==> src/rtl/nibble_serial_adder_ctrl_pkg.sv <==
`default_nettype none
// ============================================================================
// Package     : adder_pkg
// Description : Shared types and constants for the nibble-serial adder
//               controller: FSM state encoding, nibble width and the
//               nibble-index width helper.
// Revision    : 1.0 - initial release
// ============================================================================
package adder_pkg;

  localparam int NIBBLE = 4;

  typedef enum logic [1:0] {
    IDLE = 2'd0,
    RUN  = 2'd1,
    DONE = 2'd2
  } state_t;

  // Width of the nibble index counter. A single-nibble operand still needs
  // a one-bit counter so the signal never collapses to zero width.
  function automatic int idx_width(input int n);
    if (n <= 1) return 1;
    return $clog2(n);
  endfunction

endpackage
`default_nettype wire

==> src/rtl/nibble_adder.sv <==
`default_nettype none
// ============================================================================
// Module      : nibble_adder
// Description : Combinational 4-bit ripple-carry adder slice.
// Ports       : a[3:0], b[3:0], cin  - addends and carry-in
//               s[3:0], cout         - sum and carry-out
// Revision    : 1.0 - initial release
// ============================================================================
module nibble_adder
  import adder_pkg::*;
(
  input  logic [NIBBLE-1:0] a,
  input  logic [NIBBLE-1:0] b,
  input  logic              cin,
  output logic [NIBBLE-1:0] s,
  output logic              cout
);

  logic [NIBBLE:0] w_carry;

  assign w_carry[0] = cin;

  for (genvar i = 0; i < NIBBLE; i++) begin : g_bit
    assign s[i]         = a[i] ^ b[i] ^ w_carry[i];
    assign w_carry[i+1] = (a[i] & b[i]) | (w_carry[i] & (a[i] ^ b[i]));
  end

  assign cout = w_carry[NIBBLE];

endmodule
`default_nettype wire

==> src/rtl/nibble_serial_adder_ctrl.sv <==
`default_nettype none
// ============================================================================
// Module      : nibble_serial_adder_ctrl
// Description : Performs WIDTH-bit additions on one shared 4-bit adder slice,
//               one nibble per clock, least-significant nibble first.
// Ports       : clk, rst_n (sync, active-low)
//               req_valid/req_ready, a, b, cin   - operand request
//               rsp_valid/rsp_ready, sum         - result response
//               sub                              - subtract select (SUB_EN)
// Options     : SUB_EN - adds the sub port; sub=1 computes a - b.
// Revision    : 1.0 - initial release
// ============================================================================
module nibble_serial_adder_ctrl
  import adder_pkg::*;
#(
  parameter int WIDTH = 16
) (
  input  logic             clk,
  input  logic             rst_n,
`ifdef SUB_EN
  input  logic             sub,
`endif
  input  logic             req_valid,
  output logic             req_ready,
  input  logic [WIDTH-1:0] a,
  input  logic [WIDTH-1:0] b,
  input  logic             cin,
  output logic             rsp_valid,
  input  logic             rsp_ready,
  output logic [WIDTH:0]   sum
);

  localparam int N     = WIDTH / NIBBLE;
  localparam int IDX_W = idx_width(N);
  localparam logic [IDX_W-1:0] LAST_IDX = IDX_W'(N - 1);

  if (((WIDTH % NIBBLE) != 0) || (WIDTH < NIBBLE)) begin : g_width_check
    $error("nibble_serial_adder_ctrl: WIDTH must be a multiple of 4 and >= 4");
  end

  state_t             state_q, state_d;
  logic [WIDTH-1:0]   a_q, a_d;
  logic [WIDTH-1:0]   b_q, b_d;
  logic               carry_q, carry_d;
  logic [IDX_W-1:0]   nib_idx_q, nib_idx_d;
  logic [WIDTH:0]     sum_q, sum_d;

  logic [NIBBLE-1:0]  nib_a, nib_b, nib_s;
  logic               nib_cout;
  logic [WIDTH-1:0]   b_in;
  logic               cin_in;

  // Subtraction is a + ~b + 1, so it only changes what gets captured.
`ifdef SUB_EN
  assign b_in   = sub ? ~b : b;
  assign cin_in = sub | cin;
`else
  assign b_in   = b;
  assign cin_in = cin;
`endif

  // Select the operand nibbles addressed by the current index.
  always_comb begin
    nib_a = '0;
    nib_b = '0;
    for (int k = 0; k < N; k++) begin
      if (nib_idx_q == IDX_W'(k)) begin
        nib_a = a_q[k*NIBBLE +: NIBBLE];
        nib_b = b_q[k*NIBBLE +: NIBBLE];
      end
    end
  end

  nibble_adder u_nibble_adder (
    .a    (nib_a),
    .b    (nib_b),
    .cin  (carry_q),
    .s    (nib_s),
    .cout (nib_cout)
  );

  always_comb begin
    state_d   = state_q;
    a_d       = a_q;
    b_d       = b_q;
    carry_d   = carry_q;
    nib_idx_d = nib_idx_q;
    sum_d     = sum_q;
    req_ready = 1'b0;
    rsp_valid = 1'b0;

    case (state_q)
      IDLE: begin
        req_ready = 1'b1;
        if (req_valid) begin
          a_d       = a;
          b_d       = b_in;
          carry_d   = cin_in;
          nib_idx_d = '0;
          sum_d     = '0;
          state_d   = RUN;
        end
      end

      RUN: begin
        for (int k = 0; k < N; k++) begin
          if (nib_idx_q == IDX_W'(k)) begin
            sum_d[k*NIBBLE +: NIBBLE] = nib_s;
          end
        end
        carry_d   = nib_cout;
        nib_idx_d = nib_idx_q + IDX_W'(1);
        if (nib_idx_q == LAST_IDX) begin
          sum_d[WIDTH] = nib_cout;
          nib_idx_d    = '0;
          state_d      = DONE;
        end
      end

      DONE: begin
        rsp_valid = 1'b1;
        if (rsp_ready) begin
          state_d = IDLE;
        end
      end

      default: begin
        state_d = IDLE;
      end
    endcase
  end

  always_ff @(posedge clk) begin
    if (!rst_n) begin
      state_q   <= IDLE;
      a_q       <= '0;
      b_q       <= '0;
      carry_q   <= 1'b0;
      nib_idx_q <= '0;
      sum_q     <= '0;
    end else begin
      state_q   <= state_d;
      a_q       <= a_d;
      b_q       <= b_d;
      carry_q   <= carry_d;
      nib_idx_q <= nib_idx_d;
      sum_q     <= sum_d;
    end
  end

  assign sum = sum_q;

endmodule
`default_nettype wire
==> config.mk <==
export PLATFORM = sky130hd
export DESIGN_NAME = nibble_serial_adder_ctrl
export DESIGN_NICKNAME = d
export VERILOG_FILES = /design/src/rtl/nibble_serial_adder_ctrl_pkg.sv /design/src/rtl/nibble_adder.sv /design/src/rtl/nibble_serial_adder_ctrl.sv
export SDC_FILE = /design/constraint.sdc
export NUM_CORES = 1
export LEC_CHECK = 0
export CAP_MARGIN = 20
export CORE_ASPECT_RATIO = 0.6
export CORE_UTILIZATION = 50
export DETAILED_ROUTE_END_ITERATION = 10
export HOLD_SLACK_MARGIN = 0.03
export PLACE_DENSITY = 0.8
export SLEW_MARGIN = 10
export SYNTH_ARGS = -nofsm -noshare
export SYNTH_HDL_FRONTEND = slang
export SYNTH_SLANG_ARGS = --single-unit
==> constraint.sdc <==
create_clock -name clk -period 8.3 [get_ports clk]
set_clock_uncertainty 0.15 [all_clocks]
set_input_delay 0.83 -clock clk [delete_from_list [all_inputs] [get_ports clk]]
set_output_delay 0.83 -clock clk [all_outputs]
set_load 0.01 [all_outputs]
After elaboration in Yosys (flattened, before gate mapping)
Cells that the tools add are included.
Widths: inputs -> output; s select.
{ "totals": {"ff_bits": 54, "out_inout_bits": 19, "wordCells": 77} }
{ "op_classes": {"n_eq_ne": 11, "bitwise_logic": 20, "n_mux": 26, "reduce_logical": 10, "n_addsub": 1} }
{ "op_table": {"columns": ["operator", "count"], "rows": [
  ["$mux 4", 12],
  ["$pmux 17 s2", 1],
  ["$mux 17", 1],
  ["$reduce_and 3->1", 5],
  ["$ne 2x2->1 const B", 6],
  ["$mux 2", 5],
  ["$and 1x1->1", 8],
  ["$xor 1x1->1", 8],
  ["$eq 2x2->1 const B", 3],
  ["$pmux 2 s3", 1],
  ["$eq 2x1->1 const B", 2],
  ["$logic_not 2->1", 2],
  ["$mux 1", 4],
  ["$or 1x1->1", 4],
  ["$pmux 2 s2", 1],
  ["$reduce_and 2->1", 2],
  ["$add 2x1->2 const B", 1],
  ["$pmux 1 s2", 1],
  ["$reduce_bool 2->1", 1]
]} }

Depth between registers and ports, before layout
{ "depth": {"depth_word": 16, "ltp_mapped": 14, "ltp_nobuf": 13} }

Hierarchy
From an unflattened synthesis, not the netlist that was laid out.
{ "hier_totals": {"hier_cells": 308, "area_unflattened_um2": 2488.6} }
{ "modules_own_cells": {"columns": ["module", "instances", "area_per_inst_um2", "cells_each"], "rows": [
  ["nibble_serial_adder_ctrl", 1, 2371.0, 294],
  ["nibble_adder", 1, 117.6, 14]
]} }

Worst setup path before layout
No wires, ideal clock.
{ "synth_timing": {"path_kind": "reg-to-reg", "startpoint": "register nib_idx_q[0]", "endpoint": "register sum_q[11], in the netlist sum[11]", "arrival_ns": 2.978, "period_less_slack_ns": 3.203, "required_time_ns": 8.075, "path_buffers": 2, "path_slack_ns": 5.097, "path_stages_with_launch": 14, "setup_ns": 0.075, "cell_sequence": "dfxtp_1 > inv_1 > ha_1 > buf_2 > clkbuf_1 > a21oi_1 > a22o_1 > fa_1 > fa_1 > inv_1 > fa_1 > fa_1 > nand2b_1 > o22ai_1"} }
{ "synth_between": {"elab_chain_cells": 15, "elab_cells_between_ends": 30} }
{ "synth_lines": {"columns": ["item", "line", "source"], "rows": [
  ["start: declaration", "nibble_serial_adder_ctrl.sv:45", "logic [IDX_W-1:0] nib_idx_q, nib_idx_d;"],
  ["start signal: assignment", "nibble_serial_adder_ctrl.sv:146", "nib_idx_q <= nib_idx_d;"],
  ["$logic_not 2->1", "nibble_serial_adder_ctrl.sv:67", "if (nib_idx_q == IDX_W'(k)) begin"],
  ["$mux 4 (4 in a row)", "nibble_serial_adder_ctrl.sv:67", null],
  ["$xor 1x1->1", "nibble_adder.sv:25", "assign w_carry[i+1] = (a[i] & b[i]) | (w_carry[i] & (a[i] ^ b[i]));"],
  ["$and 1x1->1", "nibble_adder.sv:25", null],
  ["$or 1x1->1", "nibble_adder.sv:25", null],
  ["$and 1x1->1", "nibble_adder.sv:25", null],
  ["$or 1x1->1", "nibble_adder.sv:25", null],
  ["$and 1x1->1", "nibble_adder.sv:25", null],
  ["$or 1x1->1", "nibble_adder.sv:25", null],
  ["$xor 1x1->1", "nibble_adder.sv:24", "assign s[i] = a[i] ^ b[i] ^ w_carry[i];"],
  ["$mux 4", "nibble_serial_adder_ctrl.sv:107", "if (nib_idx_q == IDX_W'(k)) begin"],
  ["$pmux 17 s2", "nibble_serial_adder_ctrl.sv:92", "case (state_q)"],
  ["end signal: assignment", "nibble_serial_adder_ctrl.sv:147", "sum_q <= sum_d;"],
  ["end: declaration", "nibble_serial_adder_ctrl.sv:46", "logic [WIDTH:0] sum_q, sum_d;"]
]} }
Several ways; a longest one is shown, not always the timed one. The select of a mux whose other input is x is not followed.
A chain may end at the register's enable or synchronous reset.

Worst setup path after layout
{ "layout_timing": {"startpoint": "register nib_idx_q[0]", "endpoint": "register sum_q[7], in the netlist sum[7]"} }
Same word-level chain as after synthesis.

==> impl_metrics.ini <==
[finish]
num_antenna_cells = 0
fillers = 374
nets = 386
drive_gt1_share_pct = 3.509
ff_latch_area_um2 = 1081
fin_cells = 405
syn2layout_area_growth_pct = 28.29
multi_input_area_um2 = 1106

[global_route]
antenna_found_initial = 0
grt_max_degree = 39
grt-ovfl-total = 0
grt_pass1_vias = 1913
grt_first_pass_wirelength_um = 9246
grt_usage_pct = 23.48

[synthesis]
synth_fp_nets = 343
syn_avg_cell_area_um2 = 8.028
synthCells = 298
synth_area_leaders = dfxtp_1, nand2_1, a21oi_1
yosys.area.top_type_share_pct = 45.19
yosys.area.top_type = dfxtp_1
syn_area_um2 = 2392
ys_types = 26
synth_seq_cells = 54
yosysWarnings = 0
ys_seq_area_share_pct = 45.19

[clock_tree]
post-cts-setup-buffers = 0
clockRootBuffer = clkbuf_8
cts_buffers = 5
cts.path.max_buffers = 2
tritoncts = built
cts_repair_resize_count = 0
clk_pin_slew_ps = 90
holdBufCountCts = 0
htree_levels = 2
clock_sink_count = 54
clock_latency_ps = 310

[timing]
rsz0062_at_grt = false
slew_headroom_pct = 50.33
setup_tns_ps = 0
maxSlewViolCount = 0
tightest_slew_ps = 742.8
fmax_mhz = 288.0
timing.final.crit_share_pct = 41.83
hold_viol_final = 0
min_period_ps = 3472
hold-worst-slack_ps = 312.1
setup_viol = 0

[min_path]
hold_path_depth = 2
worstHoldStart = sum[13]$_SDFFE_PN0P_
hold_path_end = sum[13]$_SDFFE_PN0P_
hp-class = flop to flop

[die]
num_rows = 19
start_util_pct = 52.14
die_y_um = 55.58
io_pins = 56
die-area_um2 = 5074
die_w_um = 91.30
fp.coreArea_um2 = 4588

[critical_path]
r2r_end = sum[7]$_SDFFE_PN0P_
cp_common_cell = fa_1
startpoint_type = flop
endpoint_kind = flop
cp_slowest_cell = dfxtp_1
rr_worst_depth = 12
critPathMaxFanout = 17
r2r_slack_ps = 4830
crit_type = flop to flop
slowest_delay_ps = 420
cp.arrival_ps = 3560
required_ps = 8390
reg2reg_from = nib_idx_q[0]$_SDFFE_PN0P_
path_cells = inv_1, ha_1, a21oi_1, o21ai_0, a22o_1, fa_1, fa_1, inv_1, fa_1, fa_1, nand2b_1, o22ai_1

[placement]
portBuffers = 55
place_hpwl_um = 3892
post-place-cells = 394
gp_congestion = 0.8689

[drt]
first_iter_violations = 121
dr.pass1.iters = 4
drc = 0
wirelength_um = 5690
ant_nets = 0
wire_per_inst_um = 14.05
vias = 2152
routed_via_density = 5.314

[power_and_ir_drop]
power.density_nw_per_um2 = 188.2
power_uw = 577.6
vdd_drop_max_mv = 0.1292
p_leak_nw = 1.096

[flow_run]
max_cap_viol_count = 0

[status]
status = finished clean
==> how the worst max path moves through the flow <==
| stage | from | endpoint | cells past startpoint |
|---|---|---|---|
| 2_1_floorplan | nib_idx_q[0]$_SDFFE_PN0P_ | sum[11]$_SDFFE_PN0P_ | 13 |
| 3_3_place_gp | nib_idx_q[0]$_SDFFE_PN0P_ | sum[11]$_SDFFE_PN0P_ | 12 |
| 3_5_place_dp | nib_idx_q[0]$_SDFFE_PN0P_ | sum[7]$_SDFFE_PN0P_ | 12 |
| 4_1_cts | nib_idx_q[0]$_SDFFE_PN0P_ | sum[7]$_SDFFE_PN0P_ | 12 |
| 5_1_grt | nib_idx_q[0]$_SDFFE_PN0P_ | sum[7]$_SDFFE_PN0P_ | 12 |
| 6_report | nib_idx_q[0]$_SDFFE_PN0P_ | sum[7]$_SDFFE_PN0P_ | 12 |
==> cells in the final DEF, fill, tap and decap left out, drive strengths merged <==
| cell | instances |
|---|---|
| bufinv | 2 |
| buf | 3 |
| nor2b | 1 |
| o21ai | 9 |
| o32ai | 1 |
| a21oi | 49 |
| o21bai | 1 |
| a211oi | 1 |
| nor2 | 4 |
| or3b | 1 |
| nand2b | 5 |
| clkbuf | 6 |
| nand2 | 96 |
| dfxtp | 54 |
| nand3b | 4 |
| inv | 14 |
| fa | 4 |
| a22o | 4 |
| nor3b | 1 |
| o22ai | 16 |
| clkdlybuf4s50 | 55 |
| a32oi | 2 |
| a221oi | 1 |
| ha | 4 |
| a22oi | 4 |
==> final cells by class <==
class                      instances  area share, %
clock inverter                     2          1.957
inverter                          14          1.712
tap                               63          2.568
multi-input combinational        208          36.04
sequential                        54          35.22
clock buffer                       6          2.691
timing repair buffer              58          19.81
==> flip-flops by register name (all words and copies together) (netlist names) <==
name,count
sum,17
a_q,16
b_q,16
nib_idx_q,2
state_q,2
carry_q,1
==> cells by family (layout without fill, tap and decap cells) <==
kind of cell | count (synthesis) | count (layout) | synth area share (%)
buffers and inverters | 36 | 80 | 8.578
AOI/OAI and AO/OA | 88 | 88 | 21.13
DFF | 54 | 54 | 45.19
adders and majority gates | 8 | 8 | 5.440
and+or+nand+nor | 112 | 112 | 19.67
==> synthesized netlist by cell type (all sizes together) <==
cell type and count:
a211oi 1, a221oi 1, nand2b 5, clkbuf 7, a22o 4, nor2b 1
fa 4, o21ai 9, o21bai 1, dfxtp 54, o22ai 16, a22oi 4
buf 15, inv 14, a32oi 2, nor2 4, nand3b 4, or3b 1
o32ai 1, nor3b 1, nand2 96, ha 4, a21oi 49
==> report_power, final <==
| part | switching, mW | internal [mW] | leakage [nW] |
|---|---|---|---|
| Combinational | 0.0431 | 0.0397 | 0.584 |
| Clock | 0.0848 | 0.129 | 0.0714 |
| Sequential | 0.0101 | 0.271 | 0.441 |
==> worst max-delay path: cells and delay by family (launching register included) <==
| family | cells | cell delay, ps |
|---|---|---|
| buf+inv | 2 | 160 |
| simple gates | 1 | 210 |
| fa+ha+maj | 5 | 1730 |
| compound gates | 4 | 720 |
| flops | 1 | 420 |
==> per-stage QoR <==
stage	cell area (um2)	setup slack (ps)	utilization (%)
CTS	3012	4834	65.64
detailed placement	2869	4894	62.53
finish	3069	4828	66.89
floorplan	2392	5097	-
global route	3069	4657	66.89
global placement	2869	4997	62.53
==> layer usage <==
| layer | routed length, um | vias to the layer above | global-route usage [%] |
|---|---|---|---|
| met5 | 0 | - | 0 |
| met4 | 90 | 0 | 9.297 |
| met3 | 458 | 11 | 5.874 |
| met2 | 2440 | 89 | 33.55 |
| met1 | 2700 | 975 | 34.03 |
| li1 | - | 1077 | - |
No activity file was read; power rests on OpenSTA's default activity.
